$ cat src/rtl/rv_multicycle_sequencer.sv
// Multi-cycle control sequencer for a shared-bus RV32I datapath (OP, OP-IMM, LUI).
// One instruction is accepted in IDLE and walked through OPA -> OPB -> WB.
module rv_multicycle_sequencer #(
    parameter int unsigned XLEN      = 32,
    parameter int unsigned REG_IDX_W = 5,
    parameter int unsigned ALU_SEL_W = 5
) (
    input  logic                 clk,
    input  logic                 reset,
    input  logic                 instr_valid,
    output logic                 instr_ready,
    input  logic [31:0]          machine_code,
    output logic [ALU_SEL_W-1:0] alu_function_sel,
    output logic                 alu_store_1,
    output logic                 alu_store_2,
    output logic                 alu_broadcast,
    output logic [REG_IDX_W-1:0] register_index,
    output logic                 register_read_enable,
    output logic                 register_write_enable,
    output logic [XLEN-1:0]      imm,
    output logic                 imm_EN,
    output logic                 done,
    output logic                 illegal
);

    localparam logic [6:0] OpcOp  = 7'b0110011;
    localparam logic [6:0] OpcImm = 7'b0010011;
    localparam logic [6:0] OpcLui = 7'b0110111;

    localparam logic [ALU_SEL_W-1:0] AluOr   = ALU_SEL_W'(1);
    localparam logic [ALU_SEL_W-1:0] AluAnd  = ALU_SEL_W'(2);
    localparam logic [ALU_SEL_W-1:0] AluXor  = ALU_SEL_W'(3);
    localparam logic [ALU_SEL_W-1:0] AluSll  = ALU_SEL_W'(4);
    localparam logic [ALU_SEL_W-1:0] AluSrl  = ALU_SEL_W'(5);
    localparam logic [ALU_SEL_W-1:0] AluSra  = ALU_SEL_W'(6);
    localparam logic [ALU_SEL_W-1:0] AluSlt  = ALU_SEL_W'(7);
    localparam logic [ALU_SEL_W-1:0] AluSltu = ALU_SEL_W'(8);
    localparam logic [ALU_SEL_W-1:0] AluAdd  = ALU_SEL_W'(12);
    localparam logic [ALU_SEL_W-1:0] AluSub  = ALU_SEL_W'(13);

    typedef enum logic [1:0] {StIdle, StOpa, StOpb, StWb} state_e;

    state_e      state_q, state_d;
    logic [31:0] ir_q;
    logic        illegal_q;
    logic        accept;
    logic        legal;

    // Register fields above the implemented file depth make the instruction illegal.
    function automatic logic idx_ok(input logic [4:0] f);
        return (32'(f) >> REG_IDX_W) == 32'd0;
    endfunction

    assign instr_ready = (state_q == StIdle) && !reset;
    assign accept      = instr_valid && instr_ready;

    always_comb begin
        legal = 1'b0;
        unique case (machine_code[6:0])
            OpcOp: begin
                legal = (machine_code[31:25] == 7'h00) ||
                        ((machine_code[31:25] == 7'h20) &&
                         ((machine_code[14:12] == 3'b000) || (machine_code[14:12] == 3'b101)));
                legal = legal && idx_ok(machine_code[19:15]) && idx_ok(machine_code[24:20]) &&
                        idx_ok(machine_code[11:7]);
            end
            OpcImm: begin
                unique case (machine_code[14:12])
                    3'b001:  legal = (machine_code[31:25] == 7'h00);
                    3'b101:  legal = (machine_code[31:25] == 7'h00) ||
                                     (machine_code[31:25] == 7'h20);
                    default: legal = 1'b1;
                endcase
                legal = legal && idx_ok(machine_code[19:15]) && idx_ok(machine_code[11:7]);
            end
            OpcLui:  legal = idx_ok(machine_code[11:7]);
            default: legal = 1'b0;
        endcase
    end

    always_ff @(posedge clk or posedge reset) begin
        if (reset) begin
            state_q   <= StIdle;
            ir_q      <= '0;
            illegal_q <= 1'b0;
        end else begin
            state_q   <= state_d;
            illegal_q <= accept && !legal;
            if (accept) begin
                ir_q <= machine_code;
            end
        end
    end

    always_comb begin
        state_d = state_q;
        unique case (state_q)
            StIdle:  if (accept && legal) state_d = StOpa;
            StOpa:   state_d = StOpb;
            StOpb:   state_d = StWb;
            StWb:    state_d = StIdle;
            default: state_d = StIdle;
        endcase
    end

    logic                 is_op, is_lui, is_shift;
    logic [ALU_SEL_W-1:0] alu_code;

    assign is_op    = (ir_q[6:0] == OpcOp);
    assign is_lui   = (ir_q[6:0] == OpcLui);
    assign is_shift = (ir_q[13:12] == 2'b01);

    always_comb begin
        alu_code = AluAdd;
        if (!is_lui) begin
            unique case (ir_q[14:12])
                3'b000:  alu_code = (is_op && ir_q[30]) ? AluSub : AluAdd;
                3'b001:  alu_code = AluSll;
                3'b010:  alu_code = AluSlt;
                3'b011:  alu_code = AluSltu;
                3'b100:  alu_code = AluXor;
                3'b101:  alu_code = ir_q[30] ? AluSra : AluSrl;
                3'b110:  alu_code = AluOr;
                default: alu_code = AluAnd;
            endcase
        end
    end

    always_comb begin
        alu_function_sel      = '0;
        alu_store_1           = 1'b0;
        alu_store_2           = 1'b0;
        alu_broadcast         = 1'b0;
        register_index        = '0;
        register_read_enable  = 1'b0;
        register_write_enable = 1'b0;
        imm                   = '0;
        imm_EN                = 1'b0;
        done                  = 1'b0;
        illegal               = illegal_q && !reset;
        if (!reset) begin
            unique case (state_q)
                StOpa: begin
                    alu_function_sel = alu_code;
                    alu_store_1      = 1'b1;
                    if (is_lui) begin
                        imm_EN    = 1'b1;
                        imm       = {XLEN{ir_q[31]}};
                        imm[31:0] = {ir_q[31:12], 12'b0};
                    end else begin
                        register_index       = REG_IDX_W'(ir_q[19:15]);
                        register_read_enable = 1'b1;
                    end
                end
                StOpb: begin
                    alu_function_sel = alu_code;
                    alu_store_2      = 1'b1;
                    if (is_op) begin
                        register_index       = REG_IDX_W'(ir_q[24:20]);
                        register_read_enable = 1'b1;
                    end else if (is_lui) begin
                        imm_EN = 1'b1;
                    end else begin
                        imm_EN = 1'b1;
                        if (is_shift) begin
                            imm[4:0] = ir_q[24:20];
                        end else begin
                            imm       = {XLEN{ir_q[31]}};
                            imm[11:0] = ir_q[31:20];
                        end
                    end
                end
                StWb: begin
                    alu_function_sel      = alu_code;
                    alu_broadcast         = 1'b1;
                    register_index        = REG_IDX_W'(ir_q[11:7]);
                    register_write_enable = (ir_q[11:7] != 5'd0);
                    done                  = 1'b1;
                end
                default: ;
            endcase
        end
    end

endmodule

$ cat config.mk
export PLATFORM = sky130hd
export DESIGN_NAME = rv_multicycle_sequencer
export DESIGN_NICKNAME = d
export VERILOG_FILES = /design/src/rtl/rv_multicycle_sequencer.sv
export SDC_FILE = /design/constraint.sdc
export NUM_CORES = 1
export LEC_CHECK = 0
export ABC_AREA = 0
export CORE_MARGIN = 1.5
export CORE_UTILIZATION = 57
export DETAILED_ROUTE_END_ITERATION = 7
export DONT_BUFFER_PORTS = 1
export PLACE_DENSITY = 0.71
export RECOVER_POWER = 100
export SLEW_MARGIN = 5
export SYNTH_ARGS = -nofsm -noshare
export SYNTH_HDL_FRONTEND = slang
export SYNTH_SLANG_ARGS = --single-unit
$ cat constraint.sdc
create_clock -name clk -period 2.15 [get_ports clk]
set_clock_uncertainty 0.1 [all_clocks]
set_input_delay 0.3225 -clock clk [delete_from_list [all_inputs] [get_ports clk]]
set_output_delay 0.3225 -clock clk [all_outputs]
set_load 0.05 [all_outputs]
==> metrics.md, run 1 <==
| Metric | Value |
|---|---|
| Root Buffer Master | clkbuf_8 |
| Die width | 63.87 µm |
| Synth Register Bits | 35 |
| Top post-synthesis cells by area | dfrtp_1 41%, mux2_2 11%, nand2_1 8.9% |
| Post-cts resize count | 98 |
| Synth area leader | dfrtp_1 |
| Synth Instances | roughly 220 |
| H-Tree Depth | 2 |
| GPL Wtd Cong | 0.8297 |
| Max Root-Sink Buffers | 2 |
| Mean Syn Cell Area | ~10 µm² |
| Stopping stage | clock tree synthesis (4_1_cts) |
| Num rows | 21 |
| First Err | [ERROR DPL-0038] Utilization greater than 100%, impossible to legalize |
| Pre-CTS setup slack | -0.06947 ns |
| Die Ht | approximately 64 µm |
| Number of top-level pins | 86 |
| Syn Nets | 255 |
| CTS Hold Bufs | 1 |
| Share of the synthesized area in the top cell type | 41.47% |
| # Post-CTS Setup Buffers | 8 |
| Register area share after synthesis | 41.47% |
| Synth unique cells | 46 |
| Num CTS Buffers | 5 |
| Ys Warns | 0 |
| IO buf count | 0 |
| Post-synthesis async set-or-reset flop share | 100.0% |
| Area of the mapped netlist | between 2000 and 2500 µm² |
| Initial Util | 61.36% |
| Status | did not finish |
| Post-synth EDFFs | 0 |
| Clk sinks | 35 |
| Top FF cell, synth | dfrtp_1 |
| Hpwl dp | about 4600 µm |
## metrics by stage
step           setup TNS, ns  cells  instance area, µm²
3_3_place_gp               0    317                3002
2_1_floorplan         -2.992    215                2206
3_5_place_dp         -0.6609    317                3002
## synthesized netlist by cell type, types with 3 or more instances
cell,n
nand2_1,50
dfrtp_1,35
mux2_2,21
and2_1,11
mux2_1,11
nor2_1,8
nor2b_1,7
clkbuf_1,6
inv_1,6
a22oi_1,5
ha_1,5
nand4_1,5
a21oi_1,4
buf_1,3
## cells by family after synthesis
family | after synthesis | synth area share (%)
adder cells (fa/ha/maj) | 5 | 2.962
AND/OR/NAND/NOR | 97 | 23.76
flip-flops | 35 | 41.47
other | 1 | 0.1776
buffers and inverters | 18 | 3.554
AO/OA/AOI/OAI | 23 | 9.005
XOR/XNOR | 2 | 0.8295
multiplexers | 34 | 18.25
==> run 2, diff against run 1 <==
- CORE_UTILIZATION: 57 -> 40
- PLACE_DENSITY: 0.71 -> default
- PLACE_DENSITY_LB_ADDON: default -> 0.15
- clock period: 2.15 -> 2.8 ns (I/O delays scaled with it)
==> run 2 against run 1 <==
  * The flow now finishes, with violations (negative hold slack)
  * Synthesized cell count stayed put
  * Area after synthesis unchanged
==> metrics.md, run 2 <==
| Metric | Value |
|---|---|
| Status | finished with violations |
| Failing checks | negative hold slack |
| Hold slack final | -0.007365 ns |
| Top-count cell post-synth | nand2_1 |
| Number of global-route vias before repair | roughly 1,700 |
| Worst skew pair latency | 0.28 ns |
| Largest Register | ir_q |
| Post-route minimum period | 2.649 ns |
| Layout Cells excl Fill | 328 |
| Vias post-DR | approximately 1,700 |
| Overall routing resource usage | 20.18% |
| Synth area leader | dfrtp_1 |
| CTS tree | done |
| Final net count | between 200 and 300 |
| Critical path class | reg -> out |
| CTS Hold Bufs | 0 |
| Initial DRT Pass Iterations | 4 |
| WP data arrival | roughly 2.1 ns |
| Top post-synthesis cells by area | dfrtp_1 41%, mux2_2 11%, nand2_1 8.9% |
| Setup crit end kind | output port |
| H-Tree Depth | 2 |
| First-pass GRT wire length | 8480 µm |
| FILL cells | 504 |
| CP startpoint kind | register |
| 1st-iter DRT viols | 54 |
| Placeable Area | 5107 µm² |
| Register area share after synthesis | 41.47% |
| Simple-Gate Fraction of Synth Area | between 20% and 30% |
| Final Util | 50.73% |
| GPL Wtd Cong | roughly 0.8 |
| Max Root-Sink Buffers | 2 |
| Share of the synthesized area in the top cell type | about two fifths |
| Unrepaired setup endpoints after global routing | no |
| Largest net degree at the start of global routing | 21 |
| Setup Viol. Count Final | 0 |
| Placed cell areas | 2547 µm² |
| Root Buffer Master | clkbuf_8 |
| Total power | between 2000 and 3000 µW |
| Synth unique cells | between 40 and 50 |
| Layout cells sized above 1 | between 30% and 40% |
| Ys Warns | 0 |
| Number of top-level pins | 86 |
| Post-route DRC | 0 |
| Most frequent cells in the layout | 45 x nand2_1, 35 x dfrtp_1, 22 x buf_4, 21 x mux2_2, 11 x mux2_1 |
| # Post-CTS Setup Buffers | 0 |
| Setup TNS Final | 0 ns |
| Max-cap viol count | 0 |
| Placed insts | 321 |
| Worst-Margin Slew | 1.173 ns |
| Adder-Cell Fraction of Synth Area | under 10% |
| Post-synthesis compound-gate area fraction | 9.005% |
| Final worst path period share | 94.61% |
| PD cells | 1098 nW/µm² |
| Largest registers | ir_q x32, state_q x2, illegal_q x1 |
| Via density per instance | approximately 5.3 |
| Max reg flops | 32 |
| HP Class | in -> async |
| Critical Path RT | 2.28 ns |
| Leakage power | 0.001272 µW |
| WL/cell | 16.39 µm |
| Diode count | 0 |
| Post-route ant nets | 0 |
| Most frequent cells after synthesis | 50 x nand2_1, 35 x dfrtp_1, 21 x mux2_2 |
| Die Ht | 75.67 µm |
| Mean Syn Cell Area | 9.823 µm² |
| Max frequency | 0.3775 GHz |
| Slew Viols, Final | 0 |
| Finished Cell Area | 2591 µm² |
| Largest family of logic cells by synthesized area | simple AND/OR/NAND/NOR gates |
| Num CTS Buffers | 5 |
| Worst VDD drop | a little under 0.5 mV |
| Area delta synth->final | 22.69% |
| Die ar. | 5725 µm² |
| Post-synthesis mux area share | a little under a fifth |
| Post-synthesis async set-or-reset flop share | 100.0% |
| XOR/XNOR Fraction of Synth Area | less than 1% |
| Hpwl dp | approximately 4300 µm |
| Area of the mapped netlist | 2112 µm² |
| Endpoints failing hold | 15 |
| Headroom to the max-slew limit | 22.16% |
| Initial antenna violation count | 0 |
| Die width | approximately 76 µm |
| IO buf count | 0 |
| Post-Route WL | 5377 µm |
| Grt total ovfl | 0 |
| Clock transition at the registers of the reported paths | 0.07 ns |
| Clk sinks | 35 |
| Initial Util | 41.35% |
| Commonest non-fill, non-tap cell in the layout | nand2_1 |
| Synth Register Bits | 35 |
| Worst-path fanout max | 7 |
| Syn Nets | 255 |
| Num rows | 26 |
| Top FF cell, synth | dfrtp_1 |
| Synth Instances | 215 |
| Post-synth EDFFs | 0 |
==> run 2: cell counts after synthesis <==
No cell type changed its count.
==> run 2: area by class of cell <==
type | instances | area, µm² | area share (%)
clock buffers | 6 | 82.58 | 3.187
clock inverters | 1 | 5.005 | 0.1931
inverters | 7 | 26.28 | 1.014
multi-input cells | 162 | 1187 | 45.82
flip-flops and latches | 35 | 875.8 | 33.80
well taps | 70 | 87.58 | 3.380
repair buffers | 47 | 326.6 | 12.60
==> run 2: path summary, 6_finish.rpt <==
kind                                   from        to  slack (ns)  depth (start not counted)
max reg2reg                      state_q[0]  ir_q[26]        0.28                          6
min reg2reg                         ir_q[0]   ir_q[0]        0.42                          1
min in group clk           machine_code[21]  ir_q[21]        0.16                          1
max                              state_q[0]   imm[19]        0.15                          9
min                                   reset  ir_q[10]      -0.007                          1
max in group asynchronous             reset  ir_q[27]        1.27                          2
==> run 2: metal layers <==
layer	track usage, %	vias to the layer above	share of wire [%]	wire length (µm)
met5	0	-	0	0
met4	7.937	0	1.9	102
met3	5.952	10	6.5	348
met2	36.16	68	53	2845
met1	22.47	822	39	2080
li1	-	823	-	-
==> run 2: logic make-up (layout without fill, tap and decap cells) <==
group | count (synthesis) | count (layout)
buf+inv | 18 | 61
xor+xnor | 2 | 2
mux | 34 | 34
simple gates | 97 | 97
compound gates | 23 | 23
other cells | 1 | 1
flops | 35 | 35
fa+ha+maj | 5 | 5
==> run 2: what timing repair did <==
item | 4_1_cts | 5_1_grt
gates resized for setup | 1 | 12
endpoints found under the setup margin | 9 | 36
pin swaps | 0 | 0
==> run 2: power breakdown <==
part | leakage (µW) | switching, µW | total, µW | internal (µW)
registers | 0.000417 | 230 | 992 | 762
clock network | 0.0000470 | 166 | 359 | 193
logic | 0.000808 | 952 | 1500 | 543
==> run 2: worst max-delay path, stage by stage, from the launching register on <==
cell and delay (ns):
dfrtp_1 0.38, inv_1 0.12, ha_1 0.34, nor2b_4 0.18, nand2_1 0.11, nor3_2 0.16
nand2_1 0.09, buf_2 0.18, nand2_1 0.07, clkbuf_4 0.22
==> run 2: per-stage QoR <==
stage	hold WS [ns]	worst slack (ns)
2_1_floorplan	0.3699	0.03822
3_3_place_gp	0.2991	0.4105
3_5_place_dp	0.3188	0.3286
4_1_cts	0.01106	0.04481
5_1_grt	0.03975	0.003682
6_report	-0.007365	0.1510
Power figures use the tool's default switching activity.
